### src/rtl/lvds_rx_align_ctrl.sv
// Word-alignment controller for a 7:1 LVDS receiver: bitslips the deserializers
// until the clock lane reads CLK_PATTERN, holds lock with hysteresis, forwards lane data.
module lvds_rx_align_ctrl #(
    parameter logic [6:0]  CLK_PATTERN   = 7'b1100011,
    parameter int unsigned SETTLE_CYCLES = 4,
    parameter int unsigned LOCK_COUNT    = 16,
    parameter int unsigned LOSS_COUNT    = 4,
    parameter int unsigned MAX_ATTEMPTS  = 14
) (
    input  logic       I_clk_1x,
    input  logic       I_rst_n,
    input  logic       I_enable,
    input  logic [6:0] I_clk_lane_data,
    input  logic [6:0] I_lane_data0,
    input  logic [6:0] I_lane_data1,
    input  logic [6:0] I_lane_data2,
    input  logic [6:0] I_lane_data3,
    output logic       O_bitslip,
    output logic       O_align_valid0,
    output logic       O_align_valid1,
    output logic       O_align_valid2,
    output logic       O_align_valid3,
    output logic [6:0] O_align_data0,
    output logic [6:0] O_align_data1,
    output logic [6:0] O_align_data2,
    output logic [6:0] O_align_data3,
    output logic       O_locked,
    output logic       O_fail,
    output logic [2:0] O_slip_pos
);
    localparam int unsigned SETTLE_W = $clog2(SETTLE_CYCLES + 1);
    localparam int unsigned GOOD_W   = $clog2(LOCK_COUNT + 1);
    localparam int unsigned BAD_W    = $clog2(LOSS_COUNT + 1);
    localparam int unsigned ATT_W    = $clog2(MAX_ATTEMPTS + 1);

    localparam logic [SETTLE_W-1:0] SETTLE_LAST = SETTLE_W'(SETTLE_CYCLES - 1);
    localparam logic [GOOD_W-1:0]   GOOD_MAX    = GOOD_W'(LOCK_COUNT);
    localparam logic [GOOD_W-1:0]   GOOD_LAST   = GOOD_W'(LOCK_COUNT - 1);
    localparam logic [BAD_W-1:0]    BAD_LAST    = BAD_W'(LOSS_COUNT - 1);
    localparam logic [ATT_W-1:0]    ATT_MAX     = ATT_W'(MAX_ATTEMPTS);

    localparam logic [2:0] ST_IDLE   = 3'd0;
    localparam logic [2:0] ST_CHECK  = 3'd1;
    localparam logic [2:0] ST_SLIP   = 3'd2;
    localparam logic [2:0] ST_SETTLE = 3'd3;
    localparam logic [2:0] ST_VERIFY = 3'd4;
    localparam logic [2:0] ST_LOCKED = 3'd5;
    localparam logic [2:0] ST_FAIL   = 3'd6;

    logic [2:0]          state_q, state_d;
    logic [SETTLE_W-1:0] settle_cnt_q, settle_cnt_d;
    logic [GOOD_W-1:0]   good_cnt_q, good_cnt_d;
    logic [BAD_W-1:0]    bad_cnt_q, bad_cnt_d;
    logic [ATT_W-1:0]    attempts_q, attempts_d;
    logic [2:0]          slip_pos_q, slip_pos_d;
    logic                bitslip_q, bitslip_d;
    logic                locked_q, locked_d;
    logic                fail_q, fail_d;
    logic [3:0][6:0]     data_q, data_d;
    logic                clk_match;

    // Next-state, counter and registered-output logic
    always_comb begin
        state_d      = state_q;
        settle_cnt_d = settle_cnt_q;
        good_cnt_d   = good_cnt_q;
        bad_cnt_d    = bad_cnt_q;
        attempts_d   = attempts_q;
        slip_pos_d   = slip_pos_q;
        clk_match    = (I_clk_lane_data == CLK_PATTERN);
        data_d       = {I_lane_data3, I_lane_data2, I_lane_data1, I_lane_data0};

        case (state_q)
            ST_IDLE: begin
                settle_cnt_d = '0;
                good_cnt_d   = '0;
                bad_cnt_d    = '0;
                attempts_d   = '0;
                state_d      = ST_CHECK;
            end
            ST_CHECK: begin
                if (clk_match) begin
                    state_d    = ST_VERIFY;
                    good_cnt_d = GOOD_W'(1);
                end else if (attempts_q == ATT_MAX) begin
                    state_d = ST_FAIL;
                end else begin
                    state_d = ST_SLIP;
                end
            end
            ST_SLIP: begin
                state_d      = ST_SETTLE;
                settle_cnt_d = '0;
            end
            ST_SETTLE: begin
                if (settle_cnt_q >= SETTLE_LAST) begin
                    state_d = ST_CHECK;
                end else begin
                    settle_cnt_d = settle_cnt_q + SETTLE_W'(1);
                end
            end
            ST_VERIFY: begin
                if (clk_match) begin
                    if (good_cnt_q != GOOD_MAX) begin
                        good_cnt_d = good_cnt_q + GOOD_W'(1);
                    end
                    if (good_cnt_q >= GOOD_LAST) begin
                        state_d = ST_LOCKED;
                    end
                end else begin
                    good_cnt_d = '0;
                    state_d    = ST_SLIP;
                end
            end
            ST_LOCKED: begin
                if (clk_match) begin
                    bad_cnt_d = '0;
                end else if (bad_cnt_q >= BAD_LAST) begin
                    state_d    = ST_CHECK;
                    bad_cnt_d  = '0;
                    good_cnt_d = '0;
                    attempts_d = '0;
                end else begin
                    bad_cnt_d = bad_cnt_q + BAD_W'(1);
                end
            end
            ST_FAIL:  state_d = ST_FAIL;
            default:  state_d = ST_IDLE;
        endcase

        // Enable wins over everything, so a dropped enable never emits a slip
        if (!I_enable) begin
            state_d = ST_IDLE;
        end

        if (state_d == ST_SLIP) begin
            slip_pos_d = (slip_pos_q == 3'd6) ? 3'd0 : slip_pos_q + 3'd1;
            if (attempts_q != ATT_MAX) begin
                attempts_d = attempts_q + ATT_W'(1);
            end
        end
        if (state_d == ST_LOCKED) begin
            attempts_d = '0;
        end

        bitslip_d = (state_d == ST_SLIP);
        locked_d  = (state_d == ST_LOCKED);
        fail_d    = (state_d == ST_FAIL);
    end

    always_ff @(posedge I_clk_1x or negedge I_rst_n) begin
        if (!I_rst_n) begin
            state_q      <= ST_IDLE;
            settle_cnt_q <= '0;
            good_cnt_q   <= '0;
            bad_cnt_q    <= '0;
            attempts_q   <= '0;
            slip_pos_q   <= '0;
            bitslip_q    <= 1'b0;
            locked_q     <= 1'b0;
            fail_q       <= 1'b0;
            data_q       <= '0;
        end else begin
            state_q      <= state_d;
            settle_cnt_q <= settle_cnt_d;
            good_cnt_q   <= good_cnt_d;
            bad_cnt_q    <= bad_cnt_d;
            attempts_q   <= attempts_d;
            slip_pos_q   <= slip_pos_d;
            bitslip_q    <= bitslip_d;
            locked_q     <= locked_d;
            fail_q       <= fail_d;
            data_q       <= data_d;
        end
    end

    assign O_bitslip      = bitslip_q;
    assign O_locked       = locked_q;
    assign O_fail         = fail_q;
    assign O_slip_pos     = slip_pos_q;
    assign O_align_valid0 = locked_q;
    assign O_align_valid1 = locked_q;
    assign O_align_valid2 = locked_q;
    assign O_align_valid3 = locked_q;
    assign O_align_data0  = data_q[0];
    assign O_align_data1  = data_q[1];
    assign O_align_data2  = data_q[2];
    assign O_align_data3  = data_q[3];

endmodule

### config.mk
export PLATFORM = sky130hd
export DESIGN_NAME = lvds_rx_align_ctrl
export DESIGN_NICKNAME = d
export VERILOG_FILES = /design/src/rtl/lvds_rx_align_ctrl.sv
export SDC_FILE = /design/constraint.sdc
export NUM_CORES = 1
export LEC_CHECK = 0
export CAP_MARGIN = 20
export CORE_AREA = 2 2 77 79
export DETAILED_ROUTE_END_ITERATION = 8
export DIE_AREA = 0 0 79 81
export HOLD_SLACK_MARGIN = 0.12
export PLACE_DENSITY = 0.74
export SYNTH_ARGS = -nofsm -noshare
export SYNTH_HDL_FRONTEND = slang
export SYNTH_SLANG_ARGS = --single-unit
### constraint.sdc
create_clock -name I_clk_1x -period 2.2 [get_ports I_clk_1x]
set_input_delay 0.44 -clock I_clk_1x [delete_from_list [all_inputs] [get_ports I_clk_1x]]
set_output_delay 0.44 -clock I_clk_1x [all_outputs]
set_load 0.02 [all_outputs]
* After elaboration in Yosys (flattened, before gate mapping)
Cells that the tools add are included.
** Word-level totals
- Output and inout port bits :: 38
- Flip-flop bits (word level) :: 52
- Word-level logic and storage cells :: 74
** Operators by class
- Reductions and logical operators :: 7
- Equal/unequal tests :: 19
- Add/subtract/negate cells :: 5
- Order comparisons :: 3
- Multiplexer cells :: 27
** Operators with widths (number)
- $mux W3 :: 12
- $mux W5 :: 5
- $pmux W3 S7 :: 1
- $mux W4 :: 5
- $pmux W5 S4 :: 1
- $eq A3 B3 Y1 const B :: 6
- $pmux W3 S2 :: 2
- $add A3 B1 Y3 const B :: 3
- $eq A3 B2 Y1 const B :: 3
- $ne A2 B2 Y1 const B :: 4
- $pmux W4 S2 :: 1
- $eq A7 B7 Y1 const B :: 1
- $ge A3 B2 Y1 const B :: 2
- $add A5 B1 Y5 const B :: 1
- $ge A5 B4 Y1 const B :: 1
- $ne A5 B5 Y1 const B :: 1
- $reduce_and A5 Y1 :: 1
- $add A4 B1 Y4 const B :: 1
- $eq A4 B4 Y1 const B :: 1
- $ne A4 B4 Y1 const B :: 1
- $reduce_bool A2 Y1 :: 2
- $reduce_bool A4 Y1 :: 1
- $eq A3 B1 Y1 const B :: 1
- $logic_not A3 Y1 :: 1
- other kinds (3) :: 3

* Logic depth before layout (Yosys ltp)
Gate-level depths: netlist (run 1).
- Word-level depth :: 8
- Gate-level depth with buffers :: 10
- Mapped depth without buffers :: 10

* Least setup slack after synthesis (run 1)
No wires, ideal clock.
- Path type :: register -> register
- Start point :: reg bad_cnt_q[0]
- End point :: reg slip_pos_q[2] (netlist: O_slip_pos[2])
- Cell stages (with the launch flop) :: 10
- Data arrival time :: 2.138 ns
- Setup slack :: -0.063 ns
- Path through :: dfrtp_1 ha_1 ha_1 a211oi_1 o22ai_1 a211o_2 nand3_2 inv_2 nand2_1 mux2_2
** Between the ends
- Cells in the longest elaborated chain, start to end :: 6
** RTL lines
- start, declared :: RTL line 53 : logic [BAD_W-1:0] bad_cnt_q, bad_cnt_d;
- start signal, assigned :: RTL line 167 : bad_cnt_q <= bad_cnt_d;
- $ge A3 B2 Y1 :: RTL line 118 : end else if (bad_cnt_q >= BAD_LAST) begin
- $mux W3 :: RTL line 118
- $mux W3 :: RTL line 116 : if (clk_match) begin
- $pmux W3 S7 :: RTL line 73 : case (state_q)
- $mux W3 :: RTL line 132 : if (!I_enable) begin
- $eq A3 B2 Y1
- via bitslip_d :: RTL line 56 : logic bitslip_q, bitslip_d;
- end signal, assigned :: RTL line 169 : slip_pos_q <= slip_pos_d;
- end, declared :: RTL line 55 : logic [2:0] slip_pos_q, slip_pos_d;
The timed path passes the listed nets, and every way through them passes these cells.
A chain may end at the register's enable or synchronous reset.

* Worst setup path after layout (run 1)
- Start point :: reg good_cnt_q[0]
- End point :: reg attempts_q[1]
** Between the ends
- Cells in the longest elaborated chain, start to end :: 8
- Elaborated cells on any way between the ends :: 9
** RTL lines
- start, declared :: RTL line 52 : logic [GOOD_W-1:0] good_cnt_q, good_cnt_d;
- start signal, assigned :: RTL line 166 : good_cnt_q <= good_cnt_d;
- $ge A5 B4 Y1 * :: RTL line 107 : if (good_cnt_q >= GOOD_LAST) begin
- $mux W3 * :: RTL line 107
- $mux W3 * :: RTL line 103 : if (clk_match) begin
- $pmux W3 S7 * :: RTL line 73
- $mux W3 * :: RTL line 132
- $eq A3 B2 Y1 :: RTL line 136 : if (state_d == ST_SLIP) begin
- $mux W4 :: RTL line 136
- $mux W4 * :: RTL line 142 : if (state_d == ST_LOCKED) begin
- via attempts_d[1] :: RTL line 54 : logic [ATT_W-1:0] attempts_q, attempts_d;
- end signal, assigned :: RTL line 168 : attempts_q <= attempts_d;
- end, declared :: RTL line 54
The timed path passes the listed nets; every way through them passes the cells marked *.

==> results of run 1 <==
[final timing paths]
path,startpoint,end
worst max-delay path,good_cnt_q[0],attempts_q[1]
worst min-delay path,I_rst_n,O_align_valid0
worst max register to register,good_cnt_q[0],attempts_q[1]
worst min register to register,O_slip_pos[1],O_slip_pos[1]
max in group asynchronous,I_rst_n,O_align_data3[3]
min in group I_clk_1x,O_slip_pos[1],O_slip_pos[1]
[sequential cells by signal, summed over array words and instances (netlist names), 3 cells and up]
name and flops:
O_slip_pos 3, good_cnt_q 5, O_align_data1 7, settle_cnt_q 3
O_align_data2 7, attempts_q 4, bad_cnt_q 3, state_q 3
O_align_data0 7, O_align_data3 7
[Yosys cell counts, types with 3 or more instances]
library cell   n  area, um^2
o21ai_0       13        65.1
a21oi_1        5        25.0
a211oi_1       5        37.5
o211ai_1       4        30.0
nor3_1         3        15.0
nand3_1        4        20.0
or3_1          3        18.8
inv_1         15        56.3
a22o_1         4        35.0
nand2_1       16        60.1
dfrtp_1       52        1300
mux2_1         3        33.8
nor2_1         8        30.0
and3_1         3        18.8
buf_4          4        30.0
ha_1           9         113
[power breakdown]
part / switching, mW / internal (mW) / total (mW)
Clock: 0.313 / 0.458 / 0.771
Combinational: 0.227 / 0.247 / 0.474
Sequential: 0.0567 / 1.02 / 1.08
[per-stage QoR]
step | cell area, um^2 | hold WS (ns) | setup TNS [ns] | std cells | utilization (%)
after floorplan | 2200 | 0.144 | 0 | 183 | -
after global placement | 3150 | 0.524 | -2.97 | 348 | 55.6
after detailed placement | 3150 | 0.524 | -3.27 | 348 | 55.6
after CTS | 3310 | 0.260 | 0 | 356 | 58.3
after global routing | 3370 | 0.286 | -0.415 | 357 | 59.4
final | 3370 | 0.231 | 0 | 357 | 59.4
[what timing repair did]
item	CTS	global route
setup endpoints to repair	9	11
pin swaps	3	10
buffers inserted	0	1
resized for setup	5	8
[layout by cell type, fill, tap and decap left out, drive strengths merged, types with 8 or more instances in the layout]
cell | netlist | final
buf | 6 | 25
clkdlybuf4s50 | 0 | 74
dfrtp | 52 | 52
ha | 9 | 9
inv | 16 | 17
nand2 | 17 | 17
nor2 | 8 | 8
o21ai | 13 | 13
[per-layer routing]
layer	GRT usage [%]	vias up
li1	-	839
met1	16.0	791
met2	27.4	59
met3	6.00	6
met4	4.66	0
met5	0	-
[area by class of cell]
type	instances	area, um^2	area share [%]
multi-input cells	107	843	25.0
inverters	16	62.6	1.86
clock buffers	5	68.8	2.04
flip-flops and latches	52	1300	38.6
repair buffers	99	933	27.7
clock inverters	3	68.8	2.04
well taps	75	93.8	2.78
[worst max-delay path, cell delays in order, from the launching register on]
cell and delay (ns):
dfrtp_1 0.39, ha_1 0.22, and3_1 0.19, ha_1 0.20, a2111oi_4 0.31, or3_4 0.20
nand3_4 0.11, buf_6 0.15, o211ai_1 0.20, o41ai_2 0.11
[cells by family after synthesis]
group,Yosys count,share of synthesized area [%]
buffers and inverters,24,5.50
flip-flops,52,59.6
AND/OR/NAND/NOR,47,11.4
AO/OA/AOI/OAI,46,15.8
adder cells (fa/ha/maj),9,5.16
multiplexers,5,2.58
==> results.yml, run 1 <==
yosys:
  yosysUniqueCellTypes: 41
  syn_inst: 183
  synth.avg_cell_area_um2: 11.9
  ys.flop_type: "dfrtp_1"
  netlist_area_um2: 2180
  async_reset_ff_share_pct: 100
  synth_seq_cells: 52
  ys_seq_area_share_pct: 59.6
  yosysWarnings: 0
  synth_edf_count: 0
  synth_nets: 230
timing:
  fin_crit_sh_pct: 99.0
  tightestPinTransition_ns: 0.653
  finalHoldViolations: 0
  max-slew-margin-rel_pct: 56.5
  slew_viol_final: 0
  fmax_mhz: 459
  fin_ws_ns: 0.0220
  rsz0062_at_grt: "yes"
  setup_viol: 0
  finalCriticalPeriod_ns: 2.18
  skew_ns: 0.00674
drt:
  wl_mm: 4.46
  firstDrtPassIters: 4
  met3_length_um: 410
  remaining_drc_errors: 0
  via_count: 1695
  met1_length_mm: 1.70
  drtAntennaViolNets: 0
  drt_iter0_drc: 58
  top_layer_used: "met4"
  routedWlPerCell_um: 12.5
  route.met2.wl_mm: 2.29
  vias_per_cell: 4.75
final_layout:
  nets: 328
  antenna_cells: 0
  syn2layout_area_growth_pct: 54.5
  fillers: 486
  drive_gt1_share_pct: 19.9
placement:
  preCtsSetupSlack_ns: -0.354
  gp_congestion: 0.841
  portBuffers: 75
  dp_hpwl_mm: 3.21
global_routing:
  grt_max_degree: 53
  grt_usage_pct: 15.0
  antenna_found_initial: 0
  grt_pass1_vias: 1755
  grt_pass1_wl_mm: 7.55
  gr-total-overflow: 0
worst_setup_path:
  endpoint_kind: "flip-flop"
  crit_fanout: 5
  r2r_slack_ns: 0.02
  crit_path_start_kind: "flip-flop"
  cp.required_ns: 2.39
  arrival_ns: 2.36
  crit_type: "reg -> reg"
  r2r_cells: 9
power:
  total_power_mw: 2.33
  powerDensity_nw_per_um2: 690
  leakage_nw: 1.49
  vdd_drop_max_v: 0.000414
worst_hold_path:
  hp-class: "in -> async"
floorplan:
  core_area_um2: 5680
  start_util_pct: 38.4
  die_h_um: 81
  dieArea_um2: 6400
  io_pins: 76
  die_width_um: 79
  rows: 28
clock_network:
  numCtsBuffers: 5
  path_clk_slew_ns: 0.10
  clk_latency_ns: 0.30
  cts_buffer_depth: 2
  htree_levels: 2
  cts_hold_buf: 0
  clock_sinks: 52
  cts_tree: "built"
  clock-root-buffer: "clkbuf_8"
job:
  maxCapViolCount: 0
run_status:
  status: "complete, no violations"
Power figures use the tool's default switching activity.
==> run 2, diff against run 1 <==
Settings changed: SETUP_SLACK_MARGIN from default to 0.4.
==> run 2 against run 1 <==
Effect of this change:
- first-iteration DRC count increased by 140%
- count of clock-buffer cells in the layout unchanged
- sequential power about the same
- critical path type unchanged
- clock power decreased by 29%
- global-route usage increased by 1.7 points
- highest routed layer unchanged
- critical endpoint unchanged
- total power decreased by 7.5%
- largest cell class unchanged
- worst hold slack got worse by 0.045 ns
- worst setup slack improved by 0.046 ns
- cell area increased by 5.5%
- die area unchanged
==> results.yml, run 2 (synthesized netlist as in run 1, its figures left out) <==
power:
  swShare_pct: 29.3
  leakage_nw: 1.69
  internal-power_mw: 1.52
  pwr-share-seq_pct: 50.1
  vdd_drop_max_v: 0.000529
  power_switching_mw: 0.630
  comb_power_share_pct: 24.4
  powerDensity_nw_per_um2: 605
  p_clk_share_pct: 25.5
final_layout:
  syn2layout_area_growth_pct: 63.0
  antenna_cells: 0
  final_cell_mix: "clkdlybuf4s50_1 (59), dfrtp_1 (52), buf_4 (31)"
  instances_no_fill: 372
  drive_gt1_share_pct: 27.9
  layout_commonest_cell: "clkdlybuf4s50_1"
  nets: 343
worst_setup_path:
  crit_chain: "ha_2 > ha_4 > a2111o_1 > a211oi_2 > a31oi_1 > inv_1 > nand3_4 > buf_6 > o211ai_1 > o41ai_2"
  crit_fanout: 8
  cpMaxStageDelayCell: "dfrtp_1"
  crit_type: "reg -> reg"
  worst_path_largest_cell_delay_ns: 0.39
  cp.required_ns: 2.39
  crit_buf_inv: 2
  critPathTopFamily: "compound AO/OA/AOI/OAI gates"
  endpoint_kind: "flip-flop"
  arrival_ns: 2.32
  crit_path_start_kind: "flip-flop"
timing:
  slew_viol_final: 0
  setup_tns_ns: 0
  rsz0062_at_grt: "yes"
  max-slew-margin-rel_pct: 50.3
  setup_viol: 0
  fmax_mhz: 469
  finalHoldViolations: 0
  skew_ns: 0.00741
  tightestPinTransition_ns: 0.745
  fin_crit_sh_pct: 96.9
  finalCriticalPeriod_ns: 2.13
clock_network:
  clock_sinks: 52
  numCtsBuffers: 5
  cts_buffer_depth: 2
  cts_hold_buf: 0
  htree_levels: 2
  cts_tree: "built"
  clock-root-buffer: "clkbuf_8"
  path_clk_slew_ns: 0.10
  clk_latency_ns: 0.31
global_routing:
  grt_usage_pct: 16.7
  grt_pass1_vias: 1779
  grt_pass1_wl_mm: 8.35
  gr-total-overflow: 0
  antenna_found_initial: 0
  grt_max_degree: 36
job:
  maxCapViolCount: 0
drt:
  top_layer_used: "met4"
  drt_iter0_drc: 138
  via_count: 1843
  wl_mm: 5.08
  met3_length_um: 404
  vias_per_cell: 4.95
  route.met2.wl_mm: 2.58
  firstDrtPassIters: 4
  met1_length_mm: 2.02
  routedWlPerCell_um: 13.7
  remaining_drc_errors: 0
  drtAntennaViolNets: 0
worst_hold_path:
  hp-class: "in -> async"
floorplan:
  rows: 28
  core_area_um2: 5680
  die_h_um: 81
  die_width_um: 79
  io_pins: 76
  dieArea_um2: 6400
  start_util_pct: 38.4
placement:
  dp_hpwl_mm: 3.55
  gp_congestion: 0.808
  portBuffers: 75
  placed_cells: 347
run_status:
  status: "complete, no violations"
## run 2: cell count changes in the layout (fill, tap and decap cells not counted), sizes merged
cell and change:
clkdlybuf4s50 -15, clkinv +2, buf +15, clkdlybuf4s15 +2, dlygate4sd2 +7, dlymetal6s2s +6, bufinv -2
## run 2: final timing paths
check	from	to	slack [ns]	cells after the start
worst min register to register	O_slip_pos[1]	O_slip_pos[1]	0.55	1
worst min-delay path	I_rst_n	O_bitslip	0.19	1
max in group asynchronous	I_rst_n	O_align_data0[3]	1.38	2
worst max register to register	settle_cnt_q[1]	attempts_q[1]	0.07	10
min in group I_clk_1x	O_slip_pos[1]	O_slip_pos[1]	0.55	1
worst max-delay path	settle_cnt_q[1]	attempts_q[1]	0.07	10
## run 2: timing repair
action,in CTS,in global routing
gates resized for setup,38,16
setup buffers,12,5
setup endpoints to repair,18,25
cloned,0,0
pin swaps,18,7
## run 2: metal layers
layer  up-vias  GRT usage (%)
li1        871              -
met4         0           5.00
met3         7           5.56
met5         -              0
met2        69           27.5
met1       896           21.1
## run 2: power groups by stage
stage                     clock network [mW]  registers (mW)  logic (mW)
after global routing                   0.622            1.09       0.567
final                                  0.549            1.08       0.524
after CTS                              0.568            1.08       0.514
after floorplan                            0            1.16       0.145
after global placement                     0            1.09       0.468
after detailed placement                   0            1.10       0.480
## run 2: layout make-up
type                       instances  area (um^2)
clock buffer                       5         68.8
timing repair buffer             114         1070
sequential                        52         1300
multi-input combinational        107          932
fill                             470         2120
clock inverter                     3         22.5
inverter                          16         62.6
tap                               75         93.8
## run 2: metrics by stage
| step | hold WS [ns] | utilization (%) | cell area, um^2 | worst slack, ns | power, mW |
|---|---|---|---|---|---|
| after CTS | 0.214 | 61.0 | 3460 | 0.0189 | 2.16 |
| final | 0.186 | 62.7 | 3560 | 0.0675 | 2.15 |
| after floorplan | 0.144 | - | 2220 | 0.113 | 1.31 |
| after global placement | 0.526 | 55.8 | 3170 | -0.280 | 1.56 |
| after global routing | 0.239 | 62.7 | 3560 | -0.0415 | 2.28 |
| after detailed placement | 0.532 | 55.8 | 3170 | -0.336 | 1.58 |
==> run 3, diff against run 2 <==
Settings changed: PLACE_DENSITY 0.74 to default, PLACE_DENSITY_LB_ADDON from default to 0.12.
Clock period 2.2 ns to 2.5 ns, I/O delays scaled along.
==> run 3 against run 2 <==
Effect of this change:
- routed wire length about the same
- worst setup slack improved by 0.27 ns
- critical path depth fell by 1
- largest cell class unchanged
- sequential power down 12%
- global-route usage shrank 0.13 points
- via count decreased by 2.9%
- fmax shrank 1.5%
==> results.yml, run 3 (synthesized netlist as in run 1, its figures left out) <==
worst_setup_path:
  cp.required_ns: 2.68
  worst_path_largest_cell_delay_ns: 0.40
  crit_type: "reg -> reg"
  cp-startpoint: "good_cnt_q[1]"
  crit_chain: "ha_2 > and3_4 > ha_4 > a2111oi_4 > or3_4 > nand3_4 > buf_6 > o211ai_1 > o41ai_2"
  crit_fanout: 6
  reg2reg_from: "good_cnt_q[1]"
  crit_path_start_kind: "flip-flop"
  arrival_ns: 2.35
  cpMaxStageDelayCell: "dfrtp_1"
  endpoint_kind: "flip-flop"
job:
  maxCapViolCount: 0
global_routing:
  antenna_found_initial: 0
  grt-busiest-layer: "met2"
  grt_pass1_wl_mm: 8.21
  grt_use_met1_pct: 18.6
  gr-total-overflow: 0
  grt_usage_pct: 16.5
  grt_use_met3_pct: 4.00
  grt_max_degree: 28
  groute.layer.met2.usage_pct: 30.4
  grt_pass1_vias: 1727
floorplan:
  dieArea_um2: 6400
  rows: 28
  die_h_um: 81
  die_width_um: 79
  io_pins: 76
  core_area_um2: 5680
  start_util_pct: 38.4
power:
  swShare_pct: 27.9
  comb_power_share_pct: 23.6
  pwr-share-seq_pct: 50.5
  powerDensity_nw_per_um2: 548
  vdd_drop_max_v: 0.000284
  p_clk_share_pct: 26.0
  internal-power_mw: 1.36
  total_power_mw: 1.89
  power_switching_mw: 0.528
  leakage_nw: 1.51
clock_network:
  cts_tree: "built"
  clk_latency_ns: 0.30
  clock_sinks: 52
  numCtsBuffers: 5
  clock-root-buffer: "clkbuf_8"
  cts_buffer_depth: 2
  path_clk_slew_ns: 0.09
  htree_levels: 2
  cts_hold_buf: 0
final_layout:
  instances_no_fill: 364
  nets: 335
  layout_commonest_cell: "clkdlybuf4s50_1"
  final_cell_mix: "clkdlybuf4s50_1 (67), dfrtp_1 (51), buf_4 (28)"
  antenna_cells: 0
  multi_input_area_um2: 907
  fin_util_pct: 60.8
  fillers: 491
  drive_gt1_share_pct: 26.6
  syn2layout_area_growth_pct: 58.1
  ff_latch_area_um2: 1300
timing:
  finalHoldViolations: 0
  slew_viol_final: 0
  finalCriticalPeriod_ns: 2.16
  max-slew-margin-rel_pct: 59.6
  setup_viol: 0
  holdWs_ns: 0.200
  rsz0062_at_grt: "yes"
  fmax_mhz: 462
  setup_tns_ns: 0
  skew_ns: 0.00611
  fin_crit_sh_pct: 86.6
  tightestPinTransition_ns: 0.606
drt:
  firstDrtPassIters: 4
  vias_per_cell: 4.92
  remaining_drc_errors: 0
  via_count: 1790
  drtAntennaViolNets: 0
  drt_iter0_drc: 53
  routedWlPerCell_um: 14.0
  wl_mm: 5.08
placement:
  placed_cells: 340
  gp_congestion: 0.836
  portBuffers: 75
  dp_hpwl_mm: 3.64
run_status:
  status: "complete, no violations"
worst_hold_path:
  hp-class: "in -> async"
## run 3: final cells by class
| class | instances | share of cell area, % |
|---|---|---|
| flip-flops and latches | 52 | 37.8 |
| clock buffers | 7 | 2.50 |
| multi-input cells | 107 | 26.3 |
| repair buffers | 106 | 28.7 |
| clock inverters | 1 | 0.218 |
| well taps | 75 | 2.72 |
| inverters | 16 | 1.81 |
## run 3: per-layer routing
| metal | vias up | part of all wire [%] |
|---|---|---|
| li1 | 855 | - |
| met1 | 873 | 41 |
| met2 | 50 | 52 |
| met3 | 12 | 4.7 |
| met4 | 0 | 2.1 |
| met5 | - | 0 |
## run 3: worst paths after layout
path                                          to  depth (start not counted)  slack, ns
worst max-delay path               attempts_q[1]                          9       0.34
worst max register to register     attempts_q[1]                          9       0.34
worst min-delay path            O_align_data1[4]                          1       0.20
worst min register to register     attempts_q[0]                          1       0.51
max in group asynchronous             state_q[2]                          2       1.74
min in group I_clk_1x              attempts_q[0]                          1       0.51
## run 3: power by group through the flow
stage	Combinational (mW)	Sequential [mW]	Clock, mW
after global placement	0.402	0.970	0
after CTS	0.427	0.954	0.511
after floorplan	0.126	1.02	0
after detailed placement	0.407	0.971	0
final	0.446	0.954	0.491
after global routing	0.482	0.963	0.540
## run 3: worst max-delay path: cells and delay by family, from the launching register on
| kind | cells | cell delay, ns |
|---|---|---|
| adder cells (fa/ha/maj) | 2 | 0.36 |
| flip-flops | 1 | 0.40 |
| buffers and inverters | 1 | 0.14 |
| AND/OR/NAND/NOR | 3 | 0.50 |
| AO/OA/AOI/OAI | 3 | 0.64 |
## run 3: through the flow
| step | setup WS (ns) | instance area [um^2] |
|---|---|---|
| after global routing | 0.220 | 3450 |
| after floorplan | 0.353 | 2220 |
| final | 0.336 | 3450 |
| after detailed placement | -0.158 | 3120 |
| after global placement | -0.113 | 3120 |
| after CTS | 0.324 | 3350 |
## run 3: timing repair
| action | 4_1_cts | 5_1_grt |
|---|---|---|
| pin swaps | 15 | 19 |
| endpoints found under the setup margin | 12 | 12 |
| endpoints found under the hold margin | 0 | 0 |
| setup buffers | 11 | 5 |
| resized for setup | 23 | 15 |
==> edit (flow settings as in run 3) <==
Take the reset off `data_q` and load it in a clocked block of its own.
--- a/src/rtl/lvds_rx_align_ctrl.sv
+++ b/src/rtl/lvds_rx_align_ctrl.sv
@@ -159,7 +159,6 @@
             bitslip_q    <= 1'b0;
             locked_q     <= 1'b0;
             fail_q       <= 1'b0;
-            data_q       <= '0;
         end else begin
             state_q      <= state_d;
             settle_cnt_q <= settle_cnt_d;
@@ -170,8 +169,11 @@
             bitslip_q    <= bitslip_d;
             locked_q     <= locked_d;
             fail_q       <= fail_d;
-            data_q       <= data_d;
         end
+    end
+
+    always_ff @(posedge I_clk_1x) begin
+        data_q <= data_d;
     end
 
     assign O_bitslip      = bitslip_q;
Formal check against the unedited RTL: not equivalent (a bounded check fails within 4 cycles, from zero or initial values and one cycle with I_rst_n low).
==> edit against run 3 <==
Largest cell class unchanged. Highest routed layer unchanged. Power grew 4.0%. Wire length decreased by 11%. Sequential cell count unchanged. Setup slack better by 64 ps. Die area did not move. Maximum frequency is 3.1% higher. First-iteration DRC count increased by 28%. Cell count is 0.27% higher. Cell area fell by 2.9%. Area after synthesis is 6.4% lower. Largest power group unchanged. Clock skew increased by 3.0 ps. Count of clock-buffer cells in the layout up 1.
==> edit: results (changes against run 3) <==
[worst_setup_path]
r2r_cells = 10  ; +1
crit_arrival_ps = 2280  ; -70 ps
endpoint = O_slip_pos[2]$_DFFE_PN0N_
path_class = reg2reg
path_max_fanout = 4  ; -2
critical-path-slowest-cell = dfrtp_1
rr_startpoint = settle_cnt_q[0]$_DFFE_PN0P_
crit_family = compound AO/OA/AOI/OAI gates
slowest_delay_ps = 400  ; about the same
regToRegSetupSlack_ps = 400  ; +60 ps

[logic_synthesis]
syn_nets = 230  ; unchanged
syn_area_per_cell_um2 = 11.2  ; -6.4%
ys_types = 42  ; +2.4%
seq_area_frac_synth_pct = 56.9  ; -2.8 points
synth.top_cells.by_area = dfrtp_1, dfxtp_1, ha_1
synth_warnings = 0  ; unchanged
async_flop_share_pct = 46.2  ; -54 points
ys_top_cells_by_count = dfxtp_1, dfrtp_1, nand2_1, inv_1, o21ai_0

[global_route]
grt_pass1_vias = 1664  ; -3.6%
grt_max_degree = 25  ; -11%
grtUsageTotal_pct = 15.0  ; -1.5 points
antenna_found_initial = 0  ; unchanged
grt_pass1_wl_mm = 7.40  ; -9.9%

[clocking]
h-tree-depth = 2  ; unchanged
clk_path_buf_depth = 2  ; unchanged
ctsRootBufferMaster = clkbuf_8
clkLatencyLatePin_ps = 300  ; about the same
cts_buffers = 5  ; unchanged
cts_resized = 32  ; +39%
path_clk_slew_ps = 90  ; about the same
cts_setup_buffers = 19  ; +8
hold_buffers = 0  ; unchanged

[power]
p_leak_nw = 1.45  ; -4.4%
swShare_pct = 26.0  ; -1.9 points
ir_worst_vdd_uv = 472  ; +66%

[routing]
vias_per_cell = 4.72  ; -4.0%
first_pass_iters = 4  ; unchanged
drtIter0Drc = 68  ; +28%
wl_mm = 4.54  ; -11%

[layout]
instances_no_fill = 365  ; +0.27%
num_antenna_cells = 0  ; unchanged
drive_gt1_share_pct = 26.2  ; -0.44 points
fill_cells = 502  ; +2.2%

[worst_hold_path]
hold_class = in2async

[timing]
fin_crit_ps = 2100  ; -64.4 ps
clock_skew_ps = 9.16  ; +3.05 ps
timing.hold.ws_ps = 556  ; +356 ps
relSlewSlack_pct = 73.3  ; +14 points

[placed_design]
place_ws_ps = -138  ; +19.8 ps
post_dp_cell_area_um2 = 2950  ; -5.5%
dpl.cell_count = 337  ; -0.88%
hpwl_mm = 3.17  ; -13%
place.gp.congestion = 0.774  ; -7.4%
numPortBuffers = 75  ; unchanged

[status]
status = completed

==> edit: cell count changes after synthesis <==
cell,run 3,this run
dfrtp_1,52,24
dfxtp_1,0,28
==> edit: layer usage <==
| layer | vias to the layer above | wire length (um) | part of all wire [%] | GRT usage (%) |
|---|---|---|---|---|
| met3 | 4 | 502 | 11 | 8.33 |
| met4 | 0 | 48 | 1.1 | 5.52 |
| met2 | 66 | 2010 | 44 | 23.9 |
| met1 | 798 | 1970 | 43 | 17.0 |
| met5 | - | 0 | 0 | 0 |
| li1 | 855 | - | - | - |
==> edit: layout make-up <==
| type | count | area [um2] | share of cell area, % |
|---|---|---|---|
| inverter | 16 | 62.6 | 1.87 |
| timing repair buffer | 107 | 990 | 29.5 |
| sequential | 52 | 1160 | 34.7 |
| clock buffer | 8 | 123 | 3.66 |
| multi-input combinational | 107 | 918 | 27.4 |
| tap | 75 | 93.8 | 2.80 |
==> edit: logic make-up (layout without fill, tap and decap cells) <==
group	after synthesis	in the layout	share of synthesized area (%)
simple gates	47	47	12.1
buf+inv	24	131	5.88
fa+ha+maj	9	9	5.51
mux	5	5	2.76
compound gates	46	46	16.9
flops	52	52	56.9
==> edit: worst register-to-register path: stages, from the launching register on <==
cell and delay (ps):
dfrtp_1 400, ha_2 200, ha_4 150, a2111o_1 290, a211oi_2 190, a31oi_1 80
inv_1 130, nand3_4 110, inv_4 90, nand2_2 60, mux2_4 290
==> edit: power by group through the flow <==
stage	combinational [mW]	sequential (mW)	clock, mW
after CTS	0.434	0.946	0.599
after detailed placement	0.385	0.967	0
after global placement	0.384	0.966	0
final	0.441	0.946	0.579
after global routing	0.482	0.959	0.639
after floorplan	0.126	1.02	0
